[src/rtl/vending_buyer.sv]
// rtl/vending_buyer.sv - customer-side initiator for the vending machine strobe protocol
module vending_buyer #(
  parameter int WIDTH_OF_MONEY = 16,
  parameter int FIFO_DEPTH     = 8
) (
  input  logic                            clk,
  input  logic                            i_rst_n,
  input  logic                            i_coin_push,
  input  logic [2:0]                      i_coin_code,
  input  logic                            i_start,
  input  logic [1:0]                      i_product_sel,
  output logic                            o_fifo_full,
  output logic [$clog2(FIFO_DEPTH):0]     o_fifo_count,
  output logic [1:0]                      o_product_code,
  output logic                            o_product_strobe,
  output logic [2:0]                      o_currency_code,
  output logic                            o_currency_strobe,
  input  logic                            i_vm_busy,
  input  logic                            i_vm_ready,
  input  logic [2:0]                      i_vm_change,
  input  logic                            i_vm_change_strobe,
  input  logic                            i_vm_no_change,
  input  logic                            i_vm_give_strobe,
  output logic                            o_busy,
  output logic                            o_stall,
  output logic                            o_done,
  output logic [WIDTH_OF_MONEY-1:0]       o_paid,
  output logic [WIDTH_OF_MONEY-1:0]       o_change_total,
  output logic                            o_no_change
);

  localparam int W  = WIDTH_OF_MONEY;
  localparam int AW = $clog2(FIFO_DEPTH);
  localparam int CW = AW + 1;
  localparam logic [CW-1:0] DEPTH_C = CW'(FIFO_DEPTH);

  typedef enum logic [2:0] {
    S_IDLE,
    S_WAIT_READY,
    S_WAIT_ACK,
    S_COLLECT,
    S_FINISH
  } state_t;

  // Coin denominations shared by inserted coins and returned change
  function automatic logic [W-1:0] coin_value(input logic [2:0] code);
    logic [W-1:0] v;
    case (code)
      3'd0:    v = W'(1);
      3'd1:    v = W'(5);
      3'd2:    v = W'(10);
      3'd3:    v = W'(25);
      3'd4:    v = W'(50);
      3'd5:    v = W'(100);
      3'd6:    v = W'(200);
      default: v = W'(500);
    endcase
    return v;
  endfunction

  // Product price table
  function automatic logic [W-1:0] price_value(input logic [1:0] code);
    logic [W-1:0] v;
    case (code)
      2'd0:    v = W'(150);
      2'd1:    v = W'(300);
      2'd2:    v = W'(200);
      default: v = W'(100);
    endcase
    return v;
  endfunction

  state_t         state_q, state_d;
  logic [2:0]     mem_q [FIFO_DEPTH];
  logic [AW-1:0]  wr_ptr_q, wr_ptr_d;
  logic [AW-1:0]  rd_ptr_q, rd_ptr_d;
  logic [CW-1:0]  count_q, count_d;
  logic           fifo_full_q, fifo_full_d;
  logic [W-1:0]   price_q, price_d;
  logic [1:0]     product_code_q, product_code_d;
  logic           product_strobe_q, product_strobe_d;
  logic [2:0]     currency_code_q, currency_code_d;
  logic           currency_strobe_q, currency_strobe_d;
  logic           busy_q, busy_d;
  logic           stall_q, stall_d;
  logic           done_q, done_d;
  logic [W-1:0]   paid_q, paid_d;
  logic [W-1:0]   change_total_q, change_total_d;
  logic           no_change_q, no_change_d;

  logic           push_ok;
  logic           pop;
  logic [2:0]     head;

  assign head    = mem_q[rd_ptr_q];
  // A push into a full FIFO is dropped even if a pop happens in the same cycle
  assign push_ok = i_coin_push && (count_q != DEPTH_C);

  // Purchase sequencing: next-state and next-output computation
  always_comb begin
    state_d           = state_q;
    price_d           = price_q;
    product_code_d    = product_code_q;
    product_strobe_d  = 1'b0;
    currency_code_d   = currency_code_q;
    currency_strobe_d = 1'b0;
    busy_d            = busy_q;
    stall_d           = 1'b0;
    done_d            = 1'b0;
    paid_d            = paid_q;
    change_total_d    = change_total_q;
    no_change_d       = no_change_q;
    pop               = 1'b0;

    case (state_q)
      S_IDLE: begin
        if (i_start && !i_vm_busy) begin
          product_code_d   = i_product_sel;
          price_d          = price_value(i_product_sel);
          paid_d           = '0;
          change_total_d   = '0;
          no_change_d      = 1'b0;
          product_strobe_d = 1'b1;
          busy_d           = 1'b1;
          state_d          = S_WAIT_READY;
        end
      end
      S_WAIT_READY: begin
        if (i_vm_ready) begin
          if (count_q != '0) begin
            pop               = 1'b1;
            currency_code_d   = head;
            currency_strobe_d = 1'b1;
            paid_d            = paid_q + coin_value(head);
            state_d           = S_WAIT_ACK;
          end else begin
            stall_d = 1'b1;
          end
        end
      end
      S_WAIT_ACK: begin
        // Hold off until the ready window closes so each window gets one coin
        if (!i_vm_ready) begin
          if (paid_q >= price_q) begin
            currency_strobe_d = 1'b1;
            state_d           = S_COLLECT;
          end else begin
            state_d = S_WAIT_READY;
          end
        end
      end
      S_COLLECT: begin
        // The machine only dispenses change while the currency strobe stays high
        currency_strobe_d = 1'b1;
        if (i_vm_change_strobe) begin
          change_total_d = change_total_q + coin_value(i_vm_change);
        end
        if (i_vm_no_change) begin
          no_change_d = 1'b1;
        end
        if (i_vm_give_strobe) begin
          currency_strobe_d = 1'b0;
          state_d           = S_FINISH;
        end
      end
      S_FINISH: begin
        if (!i_vm_busy) begin
          done_d  = 1'b1;
          busy_d  = 1'b0;
          state_d = S_IDLE;
        end
      end
      default: begin
        state_d = S_IDLE;
      end
    endcase
  end

  // Coin FIFO pointer and occupancy update
  always_comb begin
    wr_ptr_d = wr_ptr_q;
    rd_ptr_d = rd_ptr_q;
    count_d  = count_q;
    if (push_ok) begin
      wr_ptr_d = wr_ptr_q + 1'b1;
    end
    if (pop) begin
      rd_ptr_d = rd_ptr_q + 1'b1;
    end
    if (push_ok && !pop) begin
      count_d = count_q + 1'b1;
    end else if (!push_ok && pop) begin
      count_d = count_q - 1'b1;
    end
    fifo_full_d = (count_d == DEPTH_C);
  end

  // Coin storage; contents need no reset because the pointers define validity
  always_ff @(posedge clk) begin
    if (push_ok) begin
      mem_q[wr_ptr_q] <= i_coin_code;
    end
  end

  // State and registered outputs
  always_ff @(posedge clk or negedge i_rst_n) begin
    if (!i_rst_n) begin
      state_q           <= S_IDLE;
      wr_ptr_q          <= '0;
      rd_ptr_q          <= '0;
      count_q           <= '0;
      fifo_full_q       <= 1'b0;
      price_q           <= '0;
      product_code_q    <= '0;
      product_strobe_q  <= 1'b0;
      currency_code_q   <= '0;
      currency_strobe_q <= 1'b0;
      busy_q            <= 1'b0;
      stall_q           <= 1'b0;
      done_q            <= 1'b0;
      paid_q            <= '0;
      change_total_q    <= '0;
      no_change_q       <= 1'b0;
    end else begin
      state_q           <= state_d;
      wr_ptr_q          <= wr_ptr_d;
      rd_ptr_q          <= rd_ptr_d;
      count_q           <= count_d;
      fifo_full_q       <= fifo_full_d;
      price_q           <= price_d;
      product_code_q    <= product_code_d;
      product_strobe_q  <= product_strobe_d;
      currency_code_q   <= currency_code_d;
      currency_strobe_q <= currency_strobe_d;
      busy_q            <= busy_d;
      stall_q           <= stall_d;
      done_q            <= done_d;
      paid_q            <= paid_d;
      change_total_q    <= change_total_d;
      no_change_q       <= no_change_d;
    end
  end

  assign o_fifo_full       = fifo_full_q;
  assign o_fifo_count      = count_q;
  assign o_product_code    = product_code_q;
  assign o_product_strobe  = product_strobe_q;
  assign o_currency_code   = currency_code_q;
  assign o_currency_strobe = currency_strobe_q;
  assign o_busy            = busy_q;
  assign o_stall           = stall_q;
  assign o_done            = done_q;
  assign o_paid            = paid_q;
  assign o_change_total    = change_total_q;
  assign o_no_change       = no_change_q;

endmodule
[config.mk]
export PLATFORM = sky130hd
export DESIGN_NAME = vending_buyer
export DESIGN_NICKNAME = d
export VERILOG_FILES = /design/src/rtl/vending_buyer.sv
export SDC_FILE = /design/constraint.sdc
export NUM_CORES = 1
export LEC_CHECK = 0
export BUFFER_PORTS_ARGS = -buffer_cell sky130_fd_sc_hd__buf_2
export CORE_ASPECT_RATIO = 0.9
export CORE_MARGIN = 2
export CORE_UTILIZATION = 48
export CTS_CLUSTER_SIZE = 25
export DETAILED_ROUTE_END_ITERATION = 16
export PLACE_DENSITY = 0.68
export SYNTH_ARGS = -nofsm -noshare
export SYNTH_HDL_FRONTEND = slang
export SYNTH_SLANG_ARGS = --single-unit
export TNS_END_PERCENT = 50
[constraint.sdc]
create_clock -name clk -period 7.55 [get_ports clk]
set_clock_uncertainty 0.2 [all_clocks]
set_input_delay 0.755 -clock clk [delete_from_list [all_inputs] [get_ports clk]]
set_output_delay 0.755 -clock clk [all_outputs]
set_load 0.02 [all_outputs]
==> run summary <==
Worst Max-Slew Pin Slew - 0.809 ns
GRT Residual Overflow - 0
cells after synthesis - 493
CP Max Fanout - 9
PwrDens - 398 nW/µm²
TNS Setup - 0 ns
CTS H-Tree Depth - 3
share of the yosys chip area belonging to registers - 46.1%
Initial Util - 49.1%
max_cap viols - 0
R2R Path End - o_paid[14]$_DFFE_PN0P_
nature of the critical path endpoint - flip-flop
final hold vios - 0
nets - 610
Post-CTS Hold Fix Bufs - 0
Die Y - 101 µm
CP max-delay cell - dfrtp_1
pin count of the biggest net entering global routing - 65
clk sink count - 88
status - finished clean
fill count - 915
WHS Endpoint - o_product_code[0]$_DFFE_PN0P_
ANT cells - 0
WP data arrival - 3.97 ns
CP cell instances - mux4_2 > mux2i_1 > nor2b_1 > nor2b_1 > ha_1 > fa_1 > a21o_1 > a211oi_1 > a2bb2oi_1 > and3_1 > o21ai_0
Root Buffer - clkbuf_16
commonest cells in the netlist - 64 x dfrtp_1, 55 x o21ai_0, 54 x nand2_1
max_slew headroom - 46.0%
post-cts resize count - 0
buffers added on ports - 64
WL/cell - 15.7 µm
number of synthesized flops with an enable pin - 24
Leak Pwr - 0.00266 µW
FF-to-FF setup slack - 3.64 ns
min-delay src - o_product_code[0]$_DFFE_PN0P_
share of cells above drive strength 1 - 18.1%
CP most frequent cell - nor2b_1
Yosys top cell by area - dfrtp_1
Hold Path Cell Cnt - 2
Post-Syn Area - 5030 µm²
CTS tree - yes
count leader, synth - dfrtp_1
clock-pin slew on the worst setup and hold paths - 0.06 ns
Final period util - 51.8%
Post-Syn Area per Cell - 10.2 µm²
Yosys top cell area share - 31.8%
Reg area - 2320 µm²
multi-input combinational cell area - 2550 µm²
critical path type - reg -> reg
Max Freq - 256 MHz
final-report setup violation count - 0
1st-iter DRT viols - 160
CP peak stage delay - 0.60 ns
DR vias/cell - 5.65
worst flop-to-flop path startpoint - rd_ptr_q[0]$_DFFE_PN0P_
Yosys cell types - 63
syn nets - 549
io pins - 65
gpl congestion - 0.872
Detail Route Antenna Nets - 0
CTS max path bufs - 2
Die Footprint - 11,300 µm²
worst slack at placement - 3.62 ns
Yosys reg bits - 88
synthesis-to-layout area growth - 15.0%
final worst slack - 3.64 ns
width of the die - 112 µm
CTS buffer count - 9
first-pass GRT wire length - 18,100 µm
DP HPWL - 7990 µm
DR vias - 3,890
worst hold path class - reg -> reg
CP required - 7.61 ns
Ys Warns - 0
Reg2Reg Depth - 11
# DRC - 0
element type at the critical path start - flip-flop
total wire length - 10,800 µm
Layout Utilization - 56.5%
RSZ-0062 raised after global routing - no
Setup Fix Bufs, Post-CTS - 0
Final min period - 3.91 ns
Synth Flop Type - dfrtp_1
vias in the first global route - 3,676
top cells by area, synth - dfrtp_1 32%, edfxtp_1 14%, ha_1 9.2%
row count - 35
Hold WS - 0.272 ns
GR Util All Layers - 19.9%
Post-synth ARST share - 72.7%
Worst IR Drop VDD - 0.242 mV
fin. max-slew vios - 0
core box area - 10,200 µm²
clk_lat worst skew - 0.34 ns
Initial DRT Pass Iterations - 4
initial antenna violation count - 0
-- registers in the layout (all words and copies together), names as in the netlist --
signal,count
o_product_strobe,1
rd_ptr_q,3
o_done,1
o_no_change,1
o_change_total,16
o_product_code,2
o_fifo_count,4
o_paid,16
price_q,7
o_currency_code,3
o_busy,1
wr_ptr_q,3
o_fifo_full,1
state_q,3
mem_q,24
o_stall,1
o_currency_strobe,1
-- per-layer routing --
layer / routed length (µm) / global-route usage [%] / part of all wire [%]
met4: 153 / 5.72 / 1.4
met5: 0 / 0 / 0
met3: 500 / 4.61 / 4.6
met1: 5060 / 27.2 / 47
met2: 5070 / 32.5 / 47
-- cells by family (layout without fill, tap and decap cells) --
family	after synthesis	count (layout)	share of synthesized area (%)
buffers and inverters	39	105	3.13
multiplexers	12	12	4.37
AO/OA/AOI/OAI	141	141	16.8
AND/OR/NAND/NOR	156	156	16.4
flip-flops	88	88	46.1
adder cells (fa/ha/maj)	40	40	10.2
XOR/XNOR	17	17	2.96
-- worst max path at each step --
stage                       startpoint                     end  slack (ns)  depth (start not counted)
2_1_floorplan  rd_ptr_q[0]$_DFFE_PN0P_  o_paid[14]$_DFFE_PN0P_        4.03                         12
3_3_place_gp   rd_ptr_q[0]$_DFFE_PN0P_  o_paid[14]$_DFFE_PN0P_        3.76                         11
3_5_place_dp   rd_ptr_q[0]$_DFFE_PN0P_  o_paid[14]$_DFFE_PN0P_        3.62                         11
4_1_cts        rd_ptr_q[0]$_DFFE_PN0P_  o_paid[14]$_DFFE_PN0P_        3.60                         11
5_1_grt        rd_ptr_q[0]$_DFFE_PN0P_   o_paid[8]$_DFFE_PN0P_        3.16                         11
6_report       rd_ptr_q[0]$_DFFE_PN0P_  o_paid[14]$_DFFE_PN0P_        3.64                         11
-- power by group --
| part | internal (µW) | switching, µW | leakage (µW) |
|---|---|---|---|
| clock | 294 | 194 | 0.000154 |
| sequential | 621 | 146 | 0.00106 |
| combinational | 434 | 615 | 0.00145 |
-- metrics by stage --
step / cell area [µm²] / total power [µW] / instances
floorplan: 5030 / 1550 / 493
global placement: 5460 / 1790 / 672
detailed placement: 5460 / 1820 / 672
CTS: 5790 / 2320 / 688
global route: 5790 / 2480 / 688
finish: 5790 / 2300 / 688
-- placed cells by master (no fill, tap or decap), drive strengths merged, types with 3 or more instances in the layout --
master and instances:
ha 37, o22ai 3, nor2 23, clkbuf 9, xor2 9, nand4 3, o31ai 4, a21oi 31
buf 66, a211oi 9, o21ai 57, nand2b 7, mux4 6, o21a 3, a21o 9, dfrtp 64
a31oi 3, edfxtp 24, a21boi 3, inv 25, mux2i 6, nand2 55, nor3 13, xnor2 8
a22o 4, o211ai 4, nor4 5, nand3 13, nor2b 4, or3 9, and2 4, and3 7
-- worst max-delay path: cells and delay by family, from the launching register on --
kind / cells / cell delay [ns]
AOI/OAI and AO/OA: 4 / 0.86
adders and majority gates: 2 / 0.63
DFF: 1 / 0.60
muxes: 2 / 1.03
and+or+nand+nor: 3 / 0.52
-- area by class of cell --
class,count,area share (%)
clock buffers,9,3.89
clock inverters,7,1.79
inverters,23,1.49
multi-input cells,366,44.1
flip-flops and latches,88,40.1
well taps,129,2.79
repair buffers,66,5.79
(Power assumes the default switching activity.)
